<file path="config.mk">
export PLATFORM = sky130hd
export DESIGN_NAME = decode_stage
export DESIGN_NICKNAME = d
export VERILOG_FILES = /design/src/rtl/decode_stage.sv
export SDC_FILE = /design/constraint.sdc
export NUM_CORES = 1
export LEC_CHECK = 0
export CAP_MARGIN = 20
export CORE_ASPECT_RATIO = 1.2
export CORE_UTILIZATION = 55
export CTS_BUF_LIST = sky130_fd_sc_hd__clkbuf_8
export DETAILED_ROUTE_END_ITERATION = 10
export GPL_ROUTABILITY_DRIVEN = 0
export PLACE_DENSITY = 0.92
export SYNTH_ARGS = -nofsm -noshare
export SYNTH_HDL_FRONTEND = slang
export SYNTH_SLANG_ARGS = --single-unit
</file>
<file path="constraint.sdc">
create_clock -name clk -period 3.45 [get_ports clk]
set_input_delay 1.035 -clock clk [delete_from_list [all_inputs] [get_ports clk]]
set_output_delay 1.035 -clock clk [all_outputs]
set_load 0.02 [all_outputs]
</file>
<file path="src/rtl/decode_stage.sv">
// RV32I (+ optional M) decode stage: combinational decode of the fetched word,
// registered into a main/skid buffer pair behind a valid/ready handshake.
package decode_stage_pkg;
    typedef struct packed {
        logic [31:0] pc;
        logic [4:0]  rd;
        logic [4:0]  rs1;
        logic [4:0]  rs2;
        logic [31:0] imm;
        logic [6:0]  opcode;
        logic [2:0]  func3;
        logic [6:0]  func7;
        logic [3:0]  op_class;
        logic        illegal;
    } dec_t;

    localparam logic [3:0] CLS_R_ALU   = 4'd0;
    localparam logic [3:0] CLS_I_ALU   = 4'd1;
    localparam logic [3:0] CLS_LOAD    = 4'd2;
    localparam logic [3:0] CLS_STORE   = 4'd3;
    localparam logic [3:0] CLS_BRANCH  = 4'd4;
    localparam logic [3:0] CLS_JAL     = 4'd5;
    localparam logic [3:0] CLS_JALR    = 4'd6;
    localparam logic [3:0] CLS_LUI     = 4'd7;
    localparam logic [3:0] CLS_AUIPC   = 4'd8;
    localparam logic [3:0] CLS_MULDIV  = 4'd9;
    localparam logic [3:0] CLS_ILLEGAL = 4'd15;

    localparam logic [6:0] OP_R      = 7'b0110011;
    localparam logic [6:0] OP_I      = 7'b0010011;
    localparam logic [6:0] OP_LOAD   = 7'b0000011;
    localparam logic [6:0] OP_STORE  = 7'b0100011;
    localparam logic [6:0] OP_BRANCH = 7'b1100011;
    localparam logic [6:0] OP_JAL    = 7'b1101111;
    localparam logic [6:0] OP_JALR   = 7'b1100111;
    localparam logic [6:0] OP_LUI    = 7'b0110111;
    localparam logic [6:0] OP_AUIPC  = 7'b0010111;
endpackage

module decode_stage
    import decode_stage_pkg::*;
#(
    parameter bit          ENABLE_M = 1'b0,
    parameter int unsigned CNT_W    = 16,
    parameter int unsigned STR_W    = 80
) (
    input  logic             clk,
    input  logic             reset,
    input  logic             flush,
    input  logic             in_valid,
    output logic             in_ready,
    input  logic [31:0]      in_instr,
    input  logic [31:0]      in_pc,
    output logic             out_valid,
    input  logic             out_ready,
    output logic [31:0]      out_pc,
    output logic [4:0]       rd,
    output logic [4:0]       rs1,
    output logic [4:0]       rs2,
    output logic [31:0]      imm,
    output logic [6:0]       opcode,
    output logic [2:0]       func3,
    output logic [6:0]       func7,
    output logic [3:0]       op_class,
    output logic             illegal,
    output logic [STR_W-1:0] decode_str,
    output logic [CNT_W-1:0] dec_count,
    output logic [CNT_W-1:0] ill_count
);

    localparam int unsigned MN_W = 56;
    localparam logic [STR_W-1:0] RESET_STR = STR_W'("RESET");
    localparam logic [MN_W-1:0]  UNK_STR   = MN_W'("UNKNOWN");

    logic [2:0]       f3;
    logic [6:0]       f7;
    logic [31:0]      imm_i;
    logic [31:0]      imm_s;
    logic [31:0]      imm_b;
    logic [31:0]      imm_j;
    logic [31:0]      imm_u;
    logic [31:0]      imm_sh;
    logic [3:0]       cls_c;
    logic [MN_W-1:0]  mn_c;
    dec_t             dec_c;
    logic [STR_W-1:0] str_c;

    assign f3     = in_instr[14:12];
    assign f7     = in_instr[31:25];
    assign imm_i  = {{20{in_instr[31]}}, in_instr[31:20]};
    assign imm_s  = {{20{in_instr[31]}}, in_instr[31:25], in_instr[11:7]};
    assign imm_b  = {{19{in_instr[31]}}, in_instr[31], in_instr[7], in_instr[30:25],
                     in_instr[11:8], 1'b0};
    assign imm_j  = {{11{in_instr[31]}}, in_instr[31], in_instr[19:12], in_instr[20],
                     in_instr[30:21], 1'b0};
    assign imm_u  = {in_instr[31:12], 12'b0};
    assign imm_sh = {27'b0, in_instr[24:20]};

    // Mnemonic and class; an encoding is legal exactly when it names a mnemonic.
    always_comb begin
        cls_c = CLS_ILLEGAL;
        mn_c  = '0;
        if (in_instr[1:0] == 2'b11) begin
            case (in_instr[6:0])
                OP_R: begin
                    if (f7 == 7'h00 || (f7 == 7'h20 && (f3 == 3'd0 || f3 == 3'd5))) begin
                        cls_c = CLS_R_ALU;
                        case (f3)
                            3'd0: mn_c = f7[5] ? MN_W'("SUB") : MN_W'("ADD");
                            3'd1: mn_c = MN_W'("SLL");
                            3'd2: mn_c = MN_W'("SLT");
                            3'd3: mn_c = MN_W'("SLTU");
                            3'd4: mn_c = MN_W'("XOR");
                            3'd5: mn_c = f7[5] ? MN_W'("SRA") : MN_W'("SRL");
                            3'd6: mn_c = MN_W'("OR");
                            3'd7: mn_c = MN_W'("AND");
                        endcase
                    end else if (ENABLE_M && f7 == 7'h01) begin
                        cls_c = CLS_MULDIV;
                        case (f3)
                            3'd0: mn_c = MN_W'("MUL");
                            3'd1: mn_c = MN_W'("MULH");
                            3'd2: mn_c = MN_W'("MULHSU");
                            3'd3: mn_c = MN_W'("MULHU");
                            3'd4: mn_c = MN_W'("DIV");
                            3'd5: mn_c = MN_W'("DIVU");
                            3'd6: mn_c = MN_W'("REM");
                            3'd7: mn_c = MN_W'("REMU");
                        endcase
                    end
                end
                OP_I: begin
                    case (f3)
                        3'd0: mn_c = MN_W'("ADDI");
                        3'd1: mn_c = (f7 == 7'h00) ? MN_W'("SLLI") : '0;
                        3'd2: mn_c = MN_W'("SLTI");
                        3'd3: mn_c = MN_W'("SLTIU");
                        3'd4: mn_c = MN_W'("XORI");
                        3'd5: mn_c = (f7 == 7'h00) ? MN_W'("SRLI") :
                                     (f7 == 7'h20) ? MN_W'("SRAI") : '0;
                        3'd6: mn_c = MN_W'("ORI");
                        3'd7: mn_c = MN_W'("ANDI");
                    endcase
                    cls_c = (mn_c != '0) ? CLS_I_ALU : CLS_ILLEGAL;
                end
                OP_LOAD: begin
                    case (f3)
                        3'd0:    mn_c = MN_W'("LB");
                        3'd1:    mn_c = MN_W'("LH");
                        3'd2:    mn_c = MN_W'("LW");
                        3'd4:    mn_c = MN_W'("LBU");
                        3'd5:    mn_c = MN_W'("LHU");
                        default: mn_c = '0;
                    endcase
                    cls_c = (mn_c != '0) ? CLS_LOAD : CLS_ILLEGAL;
                end
                OP_STORE: begin
                    case (f3)
                        3'd0:    mn_c = MN_W'("SB");
                        3'd1:    mn_c = MN_W'("SH");
                        3'd2:    mn_c = MN_W'("SW");
                        default: mn_c = '0;
                    endcase
                    cls_c = (mn_c != '0) ? CLS_STORE : CLS_ILLEGAL;
                end
                OP_BRANCH: begin
                    case (f3)
                        3'd0:    mn_c = MN_W'("BEQ");
                        3'd1:    mn_c = MN_W'("BNE");
                        3'd4:    mn_c = MN_W'("BLT");
                        3'd5:    mn_c = MN_W'("BGE");
                        3'd6:    mn_c = MN_W'("BLTU");
                        3'd7:    mn_c = MN_W'("BGEU");
                        default: mn_c = '0;
                    endcase
                    cls_c = (mn_c != '0) ? CLS_BRANCH : CLS_ILLEGAL;
                end
                OP_JAL: begin
                    cls_c = CLS_JAL;
                    mn_c  = MN_W'("JAL");
                end
                OP_JALR: begin
                    if (f3 == 3'd0) begin
                        cls_c = CLS_JALR;
                        mn_c  = MN_W'("JALR");
                    end
                end
                OP_LUI: begin
                    cls_c = CLS_LUI;
                    mn_c  = MN_W'("LUI");
                end
                OP_AUIPC: begin
                    cls_c = CLS_AUIPC;
                    mn_c  = MN_W'("AUIPC");
                end
                default: cls_c = CLS_ILLEGAL;
            endcase
        end
    end

    // Per-format field selection; absent fields and illegal entries read as 0.
    always_comb begin
        dec_c          = '0;
        dec_c.pc       = in_pc;
        dec_c.opcode   = in_instr[6:0];
        dec_c.func3    = f3;
        dec_c.op_class = cls_c;
        str_c          = STR_W'(mn_c);
        case (cls_c)
            CLS_R_ALU, CLS_MULDIV: begin
                dec_c.rd    = in_instr[11:7];
                dec_c.rs1   = in_instr[19:15];
                dec_c.rs2   = in_instr[24:20];
                dec_c.func7 = f7;
            end
            CLS_I_ALU: begin
                dec_c.rd  = in_instr[11:7];
                dec_c.rs1 = in_instr[19:15];
                dec_c.imm = (f3 == 3'd1 || f3 == 3'd5) ? imm_sh : imm_i;
            end
            CLS_LOAD, CLS_JALR: begin
                dec_c.rd  = in_instr[11:7];
                dec_c.rs1 = in_instr[19:15];
                dec_c.imm = imm_i;
            end
            CLS_STORE: begin
                dec_c.rs1 = in_instr[19:15];
                dec_c.rs2 = in_instr[24:20];
                dec_c.imm = imm_s;
            end
            CLS_BRANCH: begin
                dec_c.rs1 = in_instr[19:15];
                dec_c.rs2 = in_instr[24:20];
                dec_c.imm = imm_b;
            end
            CLS_JAL: begin
                dec_c.rd  = in_instr[11:7];
                dec_c.imm = imm_j;
            end
            CLS_LUI, CLS_AUIPC: begin
                dec_c.rd  = in_instr[11:7];
                dec_c.imm = imm_u;
            end
            default: begin
                dec_c.illegal = 1'b1;
                str_c         = STR_W'(UNK_STR);
            end
        endcase
    end

    logic             main_v_q, main_v_d;
    logic             skid_v_q, skid_v_d;
    logic             in_ready_q, in_ready_d;
    dec_t             main_q, main_d;
    dec_t             skid_q, skid_d;
    logic [STR_W-1:0] main_str_q, main_str_d;
    logic [STR_W-1:0] skid_str_q, skid_str_d;
    logic [CNT_W-1:0] dec_cnt_q, dec_cnt_d;
    logic [CNT_W-1:0] ill_cnt_q, ill_cnt_d;
    logic             accept;
    logic             handoff;

    assign accept  = in_valid & in_ready_q;
    assign handoff = main_v_q & out_ready;

    // Buffer movement: skid refills main on handoff; flush drops everything.
    always_comb begin
        main_v_d   = main_v_q;
        skid_v_d   = skid_v_q;
        main_d     = main_q;
        skid_d     = skid_q;
        main_str_d = main_str_q;
        skid_str_d = skid_str_q;
        dec_cnt_d  = dec_cnt_q;
        ill_cnt_d  = ill_cnt_q;

        if (handoff) begin
            if (dec_cnt_q != '1) dec_cnt_d = dec_cnt_q + CNT_W'(1);
            if (main_q.illegal && ill_cnt_q != '1) ill_cnt_d = ill_cnt_q + CNT_W'(1);
        end

        if (flush) begin
            main_v_d = 1'b0;
            skid_v_d = 1'b0;
        end else if (handoff) begin
            if (skid_v_q) begin
                main_d     = skid_q;
                main_str_d = skid_str_q;
                main_v_d   = 1'b1;
                skid_v_d   = accept;
                skid_d     = accept ? dec_c : skid_q;
                skid_str_d = accept ? str_c : skid_str_q;
            end else begin
                main_v_d = accept;
                if (accept) begin
                    main_d     = dec_c;
                    main_str_d = str_c;
                end
            end
        end else if (accept) begin
            if (!main_v_q) begin
                main_v_d   = 1'b1;
                main_d     = dec_c;
                main_str_d = str_c;
            end else begin
                skid_v_d   = 1'b1;
                skid_d     = dec_c;
                skid_str_d = str_c;
            end
        end

        in_ready_d = ~skid_v_d;
    end

    always_ff @(posedge clk or negedge reset) begin
        if (!reset) begin
            main_v_q   <= 1'b0;
            skid_v_q   <= 1'b0;
            in_ready_q <= 1'b0;
            main_q     <= '0;
            skid_q     <= '0;
            main_str_q <= RESET_STR;
            skid_str_q <= RESET_STR;
            dec_cnt_q  <= '0;
            ill_cnt_q  <= '0;
        end else begin
            main_v_q   <= main_v_d;
            skid_v_q   <= skid_v_d;
            in_ready_q <= in_ready_d;
            main_q     <= main_d;
            skid_q     <= skid_d;
            main_str_q <= main_str_d;
            skid_str_q <= skid_str_d;
            dec_cnt_q  <= dec_cnt_d;
            ill_cnt_q  <= ill_cnt_d;
        end
    end

    assign in_ready   = in_ready_q;
    assign out_valid  = main_v_q;
    assign out_pc     = main_q.pc;
    assign rd         = main_q.rd;
    assign rs1        = main_q.rs1;
    assign rs2        = main_q.rs2;
    assign imm        = main_q.imm;
    assign opcode     = main_q.opcode;
    assign func3      = main_q.func3;
    assign func7      = main_q.func7;
    assign op_class   = main_q.op_class;
    assign illegal    = main_q.illegal;
    assign decode_str = main_str_q;
    assign dec_count  = dec_cnt_q;
    assign ill_count  = ill_cnt_q;

endmodule

</file>
# Word level (Yosys, flattened, before mapping)
# Index checks and enable logic that the tools add are counted.
[word_totals] in_bits=69 wordCells=156 out_inout_bits=215 regBits=397
[classes] n_reduce_logical=27 mux=65 add_sub_neg=2 eq_ne=31 n_bitwise=4
[op_table] operator="101-bit 2-to-1 mux" n=9
[op_table] operator="56-bit case mux with 8 select lines" n=2
[op_table] operator="80-bit 2-to-1 mux" n=9
[op_table] operator="56-bit 2-to-1 mux" n=11
[op_table] operator="56-bit case mux with 9 select lines" n=1
[op_table] operator="56-bit nonzero test" n=4
[op_table] operator="32-bit case mux with 6 select lines" n=1
[op_table] operator="31-bit case mux with 6 select lines" n=1
[op_table] operator="31-bit 2-to-1 mux" n=4
[op_table] operator="23-bit case mux with 5 select lines" n=1
[op_table] operator="15-bit case mux with 3 select lines" n=1
[op_table] operator="4-bit case mux with 9 select lines" n=1
[op_table] operator="16-bit by 1-bit adder with 16-bit output (second input constant)" n=2
[op_table] operator="32-bit 2-to-1 mux" n=1
[op_table] operator="4-bit 2-to-1 mux" n=8
[op_table] operator="16-bit inequality test (second input constant)" n=2
[op_table] operator="7-bit by 6-bit == test with 1-bit output (second input constant)" n=4
[op_table] operator="7-bit == test (second input constant)" n=3
[op_table] operator="21-bit 2-to-1 mux" n=1
[op_table] operator="4-bit by 3-bit == test with 1-bit output (second input constant)" n=4
[op_table] operator="5-bit 2-to-1 mux" n=3
[op_table] operator="7-bit by 5-bit == test with 1-bit output (second input constant)" n=2
[op_table] operator="3-bit == test (second input constant)" n=4
[op_table] operator="1-bit 2-to-1 mux" n=10
[op_table] operator="other kinds (26)" n=40

# Depth between registers and ports, before layout
# Gate-level depths: netlist (run 1).
[depth] ltp_word=16 ltp_mapped=11 mapped_depth_nobuf=8

# Least setup slack after synthesis (run 1)
# Ideal clock, no wire load.
[synth_timing] path_type="input port to flip-flop" from="input port in_instr[4]" to="register main_q (netlist bit rs1[0])" t_required_ps=3324 path_stages=11 path_buffers=3 t_arrival_ps=2999 path_slack_ps=325 setup_time_ps=126 path_cell_list="buf_2 -> nor4_4 -> nand2_1 -> o32a_1 -> and3_1 -> buf_6 -> and3_1 -> buf_2 -> a21oi_4 -> a21oi_2 -> a221o_1"
[synth_via] elab_chain_len=9 word_cells_on_any_way=25 cone_classes="15 x eq/ne; 8 x mux; 2 x reduce/logical"
[synth_rtl] item="from (decl)" line="52" text="input logic [31:0] in_instr,"
[synth_rtl] item="7-bit by 5-bit == test with 1-bit output (tied with other cells)" line="104" text="case (in_instr[6:0])"
[synth_rtl] item="4-bit case mux with 9 select lines (*)" line="104"
[synth_rtl] item="4-bit 2-to-1 mux (*)" line="103" text="if (in_instr[1:0] == 2'b11) begin"
[synth_rtl] item="4-bit by 3-bit == test with 1-bit output (tied with other cells)" line="209" text="case (cls_c)"
[synth_rtl] item="7-bit OR reduction (no line) (*)"
[synth_rtl] item="5-bit 2-to-1 mux (*)" line="209"
[synth_rtl] item="101-bit 2-to-1 mux, on equally long branches" line="301, 295"
[synth_rtl] item="101-bit 2-to-1 mux, on equally long branches" line="300, 286"
[synth_rtl] item="101-bit 2-to-1 mux (*)" line="285" text="end else if (handoff) begin"
[synth_rtl] item="to (signal assigned)" line="330" text="main_q <= main_d;"
[synth_rtl] item="to (decl)" line="254" text="dec_t main_q, main_d;"
# Every way passes the cells marked *; elsewhere a longest branch is shown, timed or not. The select of a mux whose other input is x is not followed.
# A chain may end at the register's enable or synchronous reset.

# Final worst setup path (run 1)
[layout_timing] from="input port in_instr[6]" to="register main_str_q[1], in the netlist decode_str[1]"
[layout_via] elab_chain_len=9 word_cells_on_any_way=30 cone_classes="18 x eq/ne; 10 x mux; 2 x reduce/logical"
[layout_rtl] item="7-bit by 5-bit == test with 1-bit output (tied with other cells)" line="104"
[layout_rtl] item="4-bit case mux with 9 select lines" line="104"
[layout_rtl] item="4-bit 2-to-1 mux" line="103"
[layout_rtl] item="4-bit by 3-bit == test with 1-bit output (tied with other cells)" line="209"
[layout_rtl] item="10-bit OR reduction (no line)"
[layout_rtl] item="56-bit 2-to-1 mux (*)" line="209"
[layout_rtl] item="80-bit 2-to-1 mux, on equally long branches" line="301, 295"
[layout_rtl] item="80-bit 2-to-1 mux, on equally long branches" line="300, 286"
[layout_rtl] item="80-bit 2-to-1 mux (*)" line="285"
[layout_rtl] item="to (signal assigned)" line="332" text="main_str_q <= main_str_d;"
[layout_rtl] item="to (decl)" line="256" text="logic [STR_W-1:0] main_str_q, main_str_d;"
# Marks and branches as above.

==> reports/qor.yml, run 1 <==
ant_nets: 0
clock_path_buffers: 3
synthesis.area_um2: 13960
yosysUniqueCellTypes: 80
htree_levels: 2
ys.flop_type: "dfrtp_1"
syn_area_per_cell_um2: 8.875
post-cts-setup-buffers: 0
reg2reg_depth: 6
period_minus_slack_ns: 3.377
synthArstFlopShare: 1.000
cp-startpoint: "in_instr[6]"
routed_via_density: 6.095
initial_utilization: 0.5622
slew_headroom: 0.5803
worstSkewPairLatency_ns: 0.55
ios: 284
yosys_warnings: 0
cts_made_buffers: 45
dpl.hpwl_um: 29570
grt_max_degree: 80
required_ns: 3.86
violations: "DRC"
cts_sinks: 289
ctsHoldBuffers: 0
cp-start-kind: "input pin"
io_buffers: 240
firstDrtPassIters: 11
synth_edf_count: 0
fin_util: 0.7297
finalCritPeriodShare: 0.9787
crit_path_end: "decode_str[1]"
finalClockSkew_ns: 0.01962
grt_pass1_vias: 13182
worstMarginPinSlew_ns: 0.6296
place_area_um2: 17200
reg2reg_from: "out_valid"
die-area_um2: 26030
arrival_ns: 3.79
die_h_um: 176.5
wl_per_cell_um: 19.55
vias: 13538
hp-class: "input pin to async pin"
grtUsageTotal: 0.3350
crit_type: "input pin to flip-flop"
area_delta_synth_final_pct: 29.79
ys_seq_area_frac: 0.5206
route.detailed.drc: 15
reg2reg_slack_ns: 1.09
max-vdd-ir-drop_mv: 0.3172
setup_viol: 0
die_w_um: 147.4
antenna_found_initial: 0
globalRouteOverflowTotal: 0
drt_iter0_markers: 1549
grt_pass1_wl_um: 68790
hold_violations: 0
r2r_end: "decode_str[1]"
drive_gt1_frac: 0.1303
synth_seq_cells: 289
core-area_um2: 24830
drt-total-wl_um: 43420
cts_root_buf: "clkbuf_8"
postLayoutCellArea_um2: 18120
cellPowerDensity_nw_per_um2: 533.7
synthCells: 1573
end_kind: "flip-flop"
post_cts_resized: 0
fmax_mhz: 296.2
outcome: "finished, violations left"
grt_setup_unrepaired: "yes"
worst-path-max-fanout: 9
cts_tree: "built"
maxSlewViolCount: 0
maxCapViolations: 0
leakagePower_nw: 8.270
nets: 1930
n_antenna_cell: 0
fp-row-count: 63
clkTransAtPathRegs_ns: 0.06
## power breakdown
part	switching [W]	internal, W	total, W
Sequential	0.000427	0.00404	0.00447
Combinational	0.00130	0.00104	0.00235
Clock	0.00132	0.00154	0.00285
## synth_stat cells (all sizes together), types with 6 or more instances
library cell	instances	area, um2
nor3	16	85.08
o211ai	8	60.06
and2	16	100.1
buf	76	526.8
o21ai	103	515.5
nand4	14	87.58
xor2	7	61.31
a21o	6	45.04
a22o	12	105.1
a31oi	95	594.3
and4	9	78.83
xnor2	25	219.0
clkbuf	93	349.1
a21oi	65	347.8
and3	34	212.7
nand2	378	1419
dfrtp	261	6531
a221o	11	110.1
dfstp	28	735.7
inv	9	33.78
nand3	54	270.3
nor2	139	531.8
nand2b	10	70.06
or3	26	167.7
## logic make-up after synthesis
| logic type | after synthesis | synth area share |
|---|---|---|
| and+or+nand+nor | 718 | 0.2296 |
| AOI/OAI and AO/OA | 348 | 0.1586 |
| DFF | 289 | 0.5206 |
| buffers and inverters | 178 | 0.06516 |
| xor gates and xnor gates | 32 | 0.02008 |
| muxes | 5 | 0.003944 |
| adders and majority gates | 2 | 0.001792 |
| other | 1 | 0.0002686 |
## worst max-delay path, stage by stage
cell and delay (ns):
clkdlybuf4s50_1 0.49, buf_4 0.21, nor4_4 0.33, nand2_1 0.22, o221a_2 0.31, and4_1 0.17
buf_4 0.14, nand3_1 0.12, buf_4 0.20, nor2_1 0.08, o21ai_0 0.31, a21oi_1 0.15
## worst min-delay path by stage
stage / endpoint / cells past startpoint / start
6_report: skid_q[90] / 1 / reset
5_1_grt: skid_str_q[10] / 2 / skid_str_q[10]
4_1_cts: skid_str_q[16] / 2 / skid_str_q[16]
3_5_place_dp: skid_str_q[16] / 2 / skid_str_q[16]
3_3_place_gp: skid_str_q[16] / 2 / skid_str_q[16]
2_1_floorplan: skid_str_q[16] / 2 / skid_str_q[16]
## layout by cell type, fill, tap and decap left out, drive strengths merged, types with 5 or more instances in the layout
cell type / Yosys / layout
clkbuf: 93 / 56
o21ai: 103 / 103
clkdlybuf4s50: 0 / 239
xnor2: 25 / 25
xor2: 7 / 7
dfstp: 28 / 28
a21oi: 65 / 65
nor3: 16 / 16
or3: 26 / 26
nor2b: 5 / 5
nor2: 139 / 139
dfrtp: 261 / 261
and2: 16 / 16
and3: 34 / 34
o311ai: 5 / 5
conb: 1 / 43
a31oi: 95 / 95
o211ai: 8 / 8
inv: 9 / 32
nand2: 378 / 378
nand2b: 10 / 10
buf: 76 / 127
and4: 9 / 9
a22o: 12 / 12
a221o: 11 / 11
a21o: 6 / 6
nand3: 54 / 54
nand4: 14 / 14
## routing by layer
metal,track usage,vias up,wire length [um]
met2,0.5466,907,20850
met3,0.05478,283,3717
met4,0.1933,0,3069
li1,-,5917,-
met1,0.4239,6431,15780
met5,0,-,0
## metrics by stage
step	worst slack [ns]	cells	TNS, ns	hold slack (ns)	power, W
floorplan	0.3251	1615	0	0.4326	0.005655
global placement	-0.3080	2137	-24.11	0.4383	0.006706
detailed placement	-0.3518	2137	-33.84	0.4438	0.006830
CTS	0.2032	2221	0	0.4519	0.009698
global route	-0.005515	2221	-0.005515	0.4785	0.01013
finish	0.07340	2221	0	0.4524	0.009671
## state kept, by name (all words and copies together), names as in the netlist, 16 cells and up
register    count
dec_count      16
imm            32
decode_str     27
out_pc         32
skid_q        100
skid_str_q     27
ill_count      16
## layout make-up
cell class / count / area [um2]
Fill cell: 1752 / 6711
Sequential cell: 289 / 7267
Tap cell: 325 / 406.6
Timing Repair Buffer: 366 / 3503
Clock inverter: 28 / 141.4
Clock buffer: 56 / 770.7
Inverter: 9 / 33.78
Multi-Input combinational cell: 1148 / 5996
Power figures use the tool's default switching activity.
==> inputs of run 2 (changes only) <==
- CORE_MARGIN: default -> 2
==> run 2 against run 1 <==
The run now ends clean. Maximum frequency rose by 0.86%. Clock-buffer cell count fell by 2. Utilization fell by 0.055 points. Sequential share of layout area barely moved.
==> reports/qor.yml, run 2 (synthesis gave the netlist of run 1 again) <==
nFillCells: 1745  # was 1,752
worstSkewPairLatency_ns: 0.56  # was 0.55 ns
top_register: "skid_q"  # unchanged
firstDrtPassIters: 10  # was 11
cp-startpoint: "in_instr[27]"  # was in_instr[6]
finalClockSkew_ns: 0.02453  # was 0.01962 ns
die_w_um: 149.4  # was 147.4 um
antenna_found_initial: 0  # unchanged
fmax_mhz: 298.7  # was 296.2 MHz
core-area_um2: 24830  # unchanged
htree_levels: 2  # unchanged
multi_input_area_um2: 6012  # was 5996 um2
reg2reg_from: "out_valid"  # unchanged
cts_tree: "built"  # unchanged
postLayoutCellArea_um2: 18100  # was 18,120 um2
hold_violations: 0  # unchanged
max-vdd-ir-drop_mv: 0.2763  # was 0.3172 mV
maxCapViolations: 0  # unchanged
io_buffers: 240  # unchanged
total_power_w: 0.009640  # was 0.009671 W
die_h_um: 178.5  # was 176.5 um
cts_made_buffers: 45  # unchanged
slew_headroom: 0.4919  # was 0.5803
vias: 13467  # was 13.54k
dpl.hpwl_um: 29490  # was 29,570 um
dp.cells: 2138  # was 2,137
drive_gt1_frac: 0.1315  # was 0.1303
nets: 1932  # was 1,930
initial_utilization: 0.5622  # unchanged
maxSlewViolCount: 0  # unchanged
worst-path-max-fanout: 6  # was 9
ios: 284  # unchanged
cts_sinks: 289  # unchanged
end_kind: "flip-flop"  # unchanged
largest_reg_flops: 100  # unchanged
grtUsageTotal: 0.3250  # was 0.3350
globalRouteOverflowTotal: 0  # unchanged
cp-start-kind: "input pin"  # unchanged
clkTransAtPathRegs_ns: 0.06  # about the same
place_area_um2: 17200  # about the same
outcome: "complete, no violations"  # was finished, violations left
grt_pass1_vias: 13107  # was 13.18k
ant_nets: 0  # unchanged
die-area_um2: 26680  # was 26,030 um2
leakagePower_nw: 8.250  # was 8.270 nW
wl_per_cell_um: 19.75  # was 19.55 um
grt_pass1_wl_um: 68220  # was 68,790 um
grt_setup_unrepaired: "no"  # was yes
arrival_ns: 3.83  # was 3.79 ns
ff_latch_area_um2: 7267  # unchanged
route.detailed.drc: 0  # was 15
finalNonFillerCells: 2218  # was 2,221
drt_iter0_markers: 1726  # was 1,549
cts_root_buf: "clkbuf_8"  # unchanged
hp-class: "input pin to async pin"  # unchanged
n_antenna_cell: 0  # unchanged
worstMarginPinSlew_ns: 0.7621  # was 0.6296 ns
area_delta_synth_final_pct: 29.69  # was 29.79%
drt-total-wl_um: 43800  # was 43,420 um
setup_viol: 0  # unchanged
final_common_cell: "nand2_1"  # unchanged
grt_max_degree: 139  # was 80
cellPowerDensity_nw_per_um2: 532.5  # was 533.7 nW/um2
mostFrequentLayoutCells: "nand2_1 (378), dfrtp_1 (261), clkdlybuf4s50_1 (239)"  # unchanged
finalCritPeriodShare: 0.9704  # was 0.9787
required_ns: 3.93  # was 3.86 ns
clock_path_buffers: 3  # unchanged
period_minus_slack_ns: 3.348  # was 3.377 ns
crit_type: "input pin to flip-flop"  # unchanged
routed_via_density: 6.072  # was 6.095
fp-row-count: 63  # unchanged
run 2: changes by cell type in the layout (fill, tap and decap cells not counted):
cell | previous run | this run
inv_1 | 32 | 29
nor4_4 | 1 | 2
clkinv_2 | 2 | 1
and3_1 | 33 | 32
a221oi_2 | 0 | 1
a221oi_1 | 2 | 1
nor4_1 | 3 | 2
o221ai_1 | 1 | 2
buf_4 | 114 | 117
inv_8 | 0 | 1
clkbuf_8 | 56 | 54
buf_12 | 12 | 11
o221ai_2 | 1 | 0
and3_2 | 0 | 1
run 2: final timing paths:
kind | endpoint | slack [ns] | cells after the start
max | decode_str[16] | 0.10 | 12
min | skid_q[34] | 0.42 | 1
max reg2reg | imm[14] | 1.00 | 6
min reg2reg | decode_str[10] | 0.46 | 2
max in group asynchronous | decode_str[14] | 2.01 | 2
min in group clk | decode_str[10] | 0.46 | 2
run 2: cell type report:
cell class | instances | share of cell area
Inverter | 9 | 0.001866
Sequential cell | 289 | 0.4014
Tap cell | 325 | 0.02246
Multi-Input combinational cell | 1148 | 0.3321
Clock inverter | 25 | 0.007533
Clock buffer | 54 | 0.04105
Timing Repair Buffer | 368 | 0.1936
run 2: stage by stage:
stage	hold WS, ns	setup slack, ns	setup TNS [ns]	util
finish	0.4168	0.1022	0	0.7292
global route	0.4664	0.006199	0	0.7292
CTS	0.4458	0.1335	0	0.7282
detailed placement	0.4531	-0.5568	-53.84	0.6925
global placement	0.4406	-0.5316	-49.15	0.6925
floorplan	0.4326	0.3251	0	-
run 2: routing by layer:
layer	global-route usage	wire length [um]
met5	0	0
met4	0.2024	3017
met3	0.06573	3976
met2	0.5283	21230
met1	0.3978	15580
run 2: report_power, final:
group	switching (W)	internal (W)	total (W)
Clock	0.00133	0.00149	0.00282
Sequential	0.000427	0.00404	0.00447
Combinational	0.00131	0.00104	0.00235
Total	0.00306	0.00658	0.00964
run 2: timing repair:
item / 4_1_cts / 5_1_grt
endpoints found under the setup margin: 1 / 24
hold buffers: 0 / 0
gates resized for setup: 1 / 3
pin swaps: 0 / 1
buffers inserted: 0 / 1
run 2: worst max-delay path: stages:
cell             delay, ns
clkdlybuf4s50_1       0.46
nor4_4                0.41
buf_4                 0.19
and3_1                0.19
o32a_1                0.22
and3_1                0.29
buf_4                 0.16
and3_1                0.24
nand2_1               0.17
buf_4                 0.18
nor3_1                0.15
o21ai_0               0.11
